$ cat src/rtl/seq_detector_param.sv
// Moore serial-pattern detector for an arbitrary LEN-bit PATTERN (MSB received first), with overlap mode,
// saturating match counter and synchronous clear. Define SEQ_DET_PROG_PATTERN_EN for a run-time loadable pattern.
module seq_detector_param #(
  parameter int             LEN     = 4,
  parameter logic [LEN-1:0] PATTERN = 4'b1010,
  parameter int             CNT_W   = 8,
  parameter int             SW      = $clog2(LEN + 1)
) (
  input  logic             clk,
  input  logic             rst,
  input  logic             in_valid,
  input  logic             in,
  input  logic             overlap_en,
  input  logic             clear,
`ifdef SEQ_DET_PROG_PATTERN_EN
  input  logic             pat_load,
  input  logic [LEN-1:0]   pat_in,
`endif
  output logic             detect,
  output logic [CNT_W-1:0] match_cnt,
  output logic [SW-1:0]    cs
);

  localparam logic [LEN-1:0] ONES = {LEN{1'b1}};

  // Bit 0 of the reversed pattern is the first bit on the wire, so a k-bit prefix is simply r & mask(k).
  function automatic int calc_next(input logic [LEN-1:0] p, input int st, input logic b);
    logic [LEN-1:0] r, s, m;
    int res;
    r   = {<<{p}};
    m   = ~(ONES << st);
    s   = (r & m) | (b ? ~m : '0);
    res = 0;
    for (int k = 1; k <= LEN; k++) begin
      if (k <= st + 1) begin
        m = ~(ONES << k);
        if (((s >> (st + 1 - k)) & m) == (r & m)) res = k;
      end
    end
    return res;
  endfunction

  function automatic int border(input logic [LEN-1:0] p);
    logic [LEN-1:0] r, m;
    int res;
    r   = {<<{p}};
    res = 0;
    for (int k = 1; k < LEN; k++) begin
      m = ~(ONES << k);
      if (((r >> (LEN - k)) & m) == (r & m)) res = k;
    end
    return res;
  endfunction

  logic [SW-1:0]    cs_q;
  logic             det_q;
  logic [CNT_W-1:0] cnt_q;
  logic [SW-1:0]    nxt_len;
  logic [SW-1:0]    ovl_len;
  logic             hit;

`ifdef SEQ_DET_PROG_PATTERN_EN
  logic [LEN-1:0] pat_q;

  always_comb begin
    // NOTE: every combinational output gets a default first, so no path can infer a latch.
    nxt_len = '0;
    ovl_len = SW'(border(pat_q));
    if (int'(cs_q) < LEN) nxt_len = SW'(calc_next(pat_q, int'(cs_q), in));
  end
`else
  function automatic logic [2*LEN*SW-1:0] build_tbl(input logic [LEN-1:0] p);
    logic [2*LEN*SW-1:0] t;
    t = '0;
    for (int st = 0; st < LEN; st++)
      for (int b = 0; b < 2; b++)
        t[(2*st + b)*SW +: SW] = SW'(calc_next(p, st, b[0]));
    return t;
  endfunction

  // Entry (state, bit) holds the new matched-prefix length; LEN means a full match.
  localparam logic [2*LEN*SW-1:0] NXT_TBL = build_tbl(PATTERN);
  localparam logic [SW-1:0]       OVL_ST  = SW'(border(PATTERN));

  int tbl_idx;

  always_comb begin
    // NOTE: every combinational output gets a default first, so no path can infer a latch.
    nxt_len = '0;
    tbl_idx = (2 * int'(cs_q) + int'(in)) * SW;
    if (int'(cs_q) < LEN) nxt_len = NXT_TBL[tbl_idx +: SW];
  end

  assign ovl_len = OVL_ST;
`endif

  assign hit = (nxt_len == SW'(LEN));

  // NOTE: all state here is updated with non-blocking assignments so every register samples pre-edge values.
  always_ff @(posedge clk or posedge rst) begin
    if (rst) begin
      cs_q  <= '0;
      det_q <= 1'b0;
      cnt_q <= '0;
`ifdef SEQ_DET_PROG_PATTERN_EN
      pat_q <= PATTERN;
`endif
    end else begin
      det_q <= 1'b0;
`ifdef SEQ_DET_PROG_PATTERN_EN
      if (pat_load) pat_q <= pat_in;
`endif
      if (clear) begin
        cs_q  <= '0;
        cnt_q <= '0;
      end
`ifdef SEQ_DET_PROG_PATTERN_EN
      else if (pat_load) begin
        cs_q <= '0;
      end
`endif
      else if (int'(cs_q) >= LEN) begin
        cs_q <= '0;
      end else if (in_valid) begin
        if (hit) begin
          det_q <= 1'b1;
          if (cnt_q != '1) cnt_q <= cnt_q + 1'b1;
          cs_q  <= overlap_en ? ovl_len : '0;
        end else begin
          cs_q <= nxt_len;
        end
      end
    end
  end

  assign detect    = det_q;
  assign match_cnt = cnt_q;
  assign cs        = cs_q;

endmodule

$ cat config.mk
export PLATFORM = sky130hd
export DESIGN_NAME = seq_detector_param
export DESIGN_NICKNAME = d
export VERILOG_FILES = /design/src/rtl/seq_detector_param.sv
export SDC_FILE = /design/constraint.sdc
export NUM_CORES = 1
export LEC_CHECK = 0
export CAP_MARGIN = 20
export CORE_UTILIZATION = 41
export CTS_BUF_LIST = sky130_fd_sc_hd__clkbuf_4
export DETAILED_ROUTE_END_ITERATION = 10
export GPL_ROUTABILITY_DRIVEN = 0
export PLACE_DENSITY_LB_ADDON = 0.05
export REMOVE_ABC_BUFFERS = 1
export SYNTH_ARGS = -nofsm -noshare
export SYNTH_HDL_FRONTEND = slang
export SYNTH_SLANG_ARGS = --single-unit
$ cat constraint.sdc
create_clock -name clk -period 3.1 [get_ports clk]
set_input_delay 0.62 -clock clk [delete_from_list [all_inputs] [get_ports clk]]
set_output_delay 0.62 -clock clk [all_outputs]
set_load 0.02 [all_outputs]
# == Word level (Yosys, flattened, before mapping) ==
# Cells that the tools add are included.
# word_totals
reg_bits,12
# op_classes
addsub,2
mul,1
eq_ne,3
mux,15
n_lt_le_gt_ge,2
n_shift,1
n_reduce_logical,5
# ops
op,count
2-to-1 mux 8 bit,5
"indexed part select 24 x 8 -> 3 bit, first input constant",1
2-to-1 mux 3 bit,5
"adder 8 x 1 -> 8 bit, second input constant",1
"!= test 8 bit, second input constant",1
"multiplier 5 x 2 -> 7 bit, second input constant",1
nonzero test 2 bit,3
adder 4 x 1 -> 5 bit,1
2-to-1 mux 1 bit,4
AND reduction 4 bit,1
"== test 3 bit, second input constant",1
"greater-or-equal comparator 3 bit, second input constant",1
"less-than comparator 3 bit, second input constant",1
nonzero test 3 bit,1
2-to-1 mux 2 bit,1
"!= test 2 bit, second input constant",1

# == Logic depth before layout (Yosys ltp) ==
# logic_depth
depth_word,9
depth_mapped,5
depth_no_buf,5

# == Worst setup path before layout ==
# OpenSTA, ideal clock, no wires.
# synth_timing
kind,input port to flip-flop
from,input port in
to,"register cnt_q[5], in the netlist match_cnt[5]"
path_slack_ns,1.395
n_path_buf,0
required_ns,2.973
t_arrival_ns,1.577
setup_time_ns,0.127
cell_stages,4
path_cell_list,nand4b_4 nor3_4 o2111a_1 mux2_1
# synth_between
elab_chain_len,7
# synth_rtl
item,line_no,text
"start, declared",12,"input logic in,"
adder 4 x 1 -> 5 bit,90,tbl_idx = (2 * int'(cs_q) + int'(in)) * SW;
multiplier 5 x 2 -> 7 bit,90,
indexed part select 24 x 8 -> 3 bit,91,if (int'(cs_q) < LEN) nxt_len = NXT_TBL[tbl_idx +: SW];
2-to-1 mux 3 bit,91,
== test 3 bit,97,assign hit = (nxt_len == SW'(LEN));
nonzero test 2 bit (no line),n/a,
AND reduction 4 bit (no line),n/a,
"end signal, assigned",127,if (cnt_q != '1) cnt_q <= cnt_q + 1'b1;
"end, declared",57,logic [CNT_W-1:0] cnt_q;
# No other way between the ends.
# A chain may end at the register's enable or synchronous reset.

# == Worst setup path in the final report ==
# layout_timing
from,"register cs_q[2], in the netlist cs[2]"
to,output port cs[2]
# layout_rtl
item,line_no,text
"start, declared",55,logic [SW-1:0] cs_q;
"start signal, assigned",128,cs_q <= overlap_en ? ovl_len : '0;
"start signal, assigned",130,cs_q <= nxt_len;
"end, declared",21,output logic [SW-1:0] cs
# No word-level cell between the ends.

==> flow_summary.yaml <==
global_route:
  grt_start_max_net_pins: 13
  grt_use_total: 0.1519
  grt_pass1_wl_um: 2035
  grt_pass1_vias: 446
  antenna_found_initial: 0
  grt.overflow.total: 0
worst_setup_path:
  worst-path-buf-inv: 1
  crit_slowest_cell: "clkdlybuf4s50_1"
  slowest_delay_ns: 0.67
  worst_setup_path_end_kind: "output port"
  crit_fanout: 8
  cp.arrival_ns: 1.48
  startpoint_type: "flip-flop"
  cp_top_family: "buffers and inverters"
  path_cells: "clkdlybuf4s50_1"
  required_ns: 2.48
  crit_type: "flip-flop to output port"
timing:
  timing.hold.ws_ns: 0.6025
  fmax_mhz: 475.9
  setup_ws_ns: 0.9988
  fin_worst_skew_ns: 0.004469
  rsz0062_at_grt: "false"
  hold_viol: 0
  setup_tns_ns: 0
  setup-violations-final: 0
  maxSlewViolCount: 0
  fin_crit_sh: 0.6778
  min_period_ns: 2.101
finish:
  seqCellArea_um2: 300.3
  design_area_um2: 845.8
  syn_to_final_growth_pct: 32.29
  num-nets-final: 86
  n_antenna_cell: 0
  nFillCells: 116
  multi_input_area_um2: 315.3
  drive_above_1_share: 0.1026
detailed_routing:
  dr.pass1.iters: 2
  route.vias.total: 522
  ant_nets: 0
  drc_errors: 0
  wl_per_cell_um: 13.23
  drt_iter0_drc: 14
  vias_per_cell: 5.613
  totalWireLength_um: 1230
clock_network:
  cts_max_level: 1
  root_buffer: "clkbuf_4"
  hold_buffers: 0
  clk_pin_slew_ns: 0.08
  cts_tree: "built"
  clockBufferDepth: 2
  cts_made_buffers: 3
  post_cts_buffers: 0
  clock_sink_count: 12
  postCtsResizedCells: 0
  insertion_delay_ns: 0.27
yosys:
  async_flop_share: 1.000
  ys_ff_latch: 12
  synth-main-ff-cell: "dfrtp_1"
  yosysTopAreaCellShare: 0.4697
  synth.most_common_cell: "dfrtp_1"
  synth-edff-count: 0
  synth.avg_cell_area_um2: 10.84
  synth_common_cells: "dfrtp_1, nor2_1, inv_1, nor3_1"
  synth_cell_types: 31
  ys_top_cells_by_area: "dfrtp_1, nand4b_4, mux2i_1, nor3_1, nor2_1"
  yosysTopAreaCell: "dfrtp_1"
  synth_warnings: 0
  synth_area_um2: 639.4
  syn_inst: 59
  yosysSeqAreaShare: 0.4697
placement:
  dp_slack_ns: 0.7789
  placed_cell_area_um2: 819.5
  portBuffers: 17
min_path:
  hp-class: "flip-flop to flip-flop"
floorplan:
  core-area_um2: 1383
  die_w_um: 41.49
  die_area_um2: 1721
  rows: 13
  initial_core_util: 0.4624
  die_h_um: 41.49
  num_io_pins: 18
power_and_ir_drop:
  vdd_drop_max_v: 0.0002586
  power_density_nw_per_um2: 329.4
  finalPower_mw: 0.2786
  cellLeakagePower_nw: 0.3672
run_status:
  status: "finished clean"
run:
  max-cap-violations: 0
## registers in the layout, indices dropped and copies added, names as in the netlist
signal and count:
cs 3, detect 1, match_cnt 8
## per-stage QoR
step	util	cells
after detailed placement	0.5928	89
after global placement	0.5928	89
after global routing	0.6118	93
after CTS	0.6118	93
final	0.6118	93
after floorplan	-	57
## final cells by class
cell class | count | share of cell area
Multi-Input combinational cell | 41 | 0.3728
Inverter | 4 | 0.01775
Clock buffer | 3 | 0.02663
Clock inverter | 1 | 0.004438
Sequential cell | 12 | 0.3550
Tap cell | 15 | 0.02219
Timing Repair Buffer | 17 | 0.2012
## worst paths after layout
check / startpoint / to / slack, ns / depth (start not counted)
setup / recovery: cs[2] / cs[2] / 1.0 / 1
hold / removal: match_cnt[1] / match_cnt[1] / 0.60 / 2
setup reg to reg: match_cnt[0] / match_cnt[1] / 1.47 / 5
hold reg to reg: match_cnt[1] / match_cnt[1] / 0.60 / 2
max in group asynchronous: rst / match_cnt[0] / 2.12 / 2
min in group asynchronous: rst / cs[2] / 0.66 / 2
## tightest hold or removal path, stage by stage, from the launching register on
cell	delay [ns]
dfrtp_1	0.40
mux2i_1	0.09
nor2_1	0.08
## cell usage in the layout, fill, tap and decap left out, drive strengths merged, types with 2 or more instances in the layout
master	n
mux2	2
and4	2
nor3	6
mux2i	2
clkdlybuf4s50	17
nand3	3
a21oi	3
inv	4
clkbuf	3
nor2	5
dfrtp	12
a311oi	2
## layer usage
metal  up-vias  wire (um)  global-route usage
li1        258          -                   -
met1       257        615              0.2179
met2         7        581              0.2281
met3         0         33             0.02609
met4         0          0             0.05806
met5         -          0                   0
## power by group
part / total (mW) / leakage (nW) / internal, mW / switching [mW]
Sequential: 0.160 / 0.165 / 0.157 / 0.00277
Clock: 0.0973 / 0.0154 / 0.0465 / 0.0509
Combinational: 0.0210 / 0.187 / 0.0105 / 0.0105
## kinds of logic (layout without fill, tap and decap cells)
logic type	Yosys count	after routing	share of synthesized area
buf+inv	6	25	0.03716
flops	12	12	0.4697
xor+xnor	1	1	0.01370
mux	4	4	0.06653
fa+ha+maj	1	1	0.01957
other cells	1	1	0.005865
simple gates	20	20	0.2153
compound gates	14	14	0.1722
No activity file was read; power rests on OpenSTA's default activity.
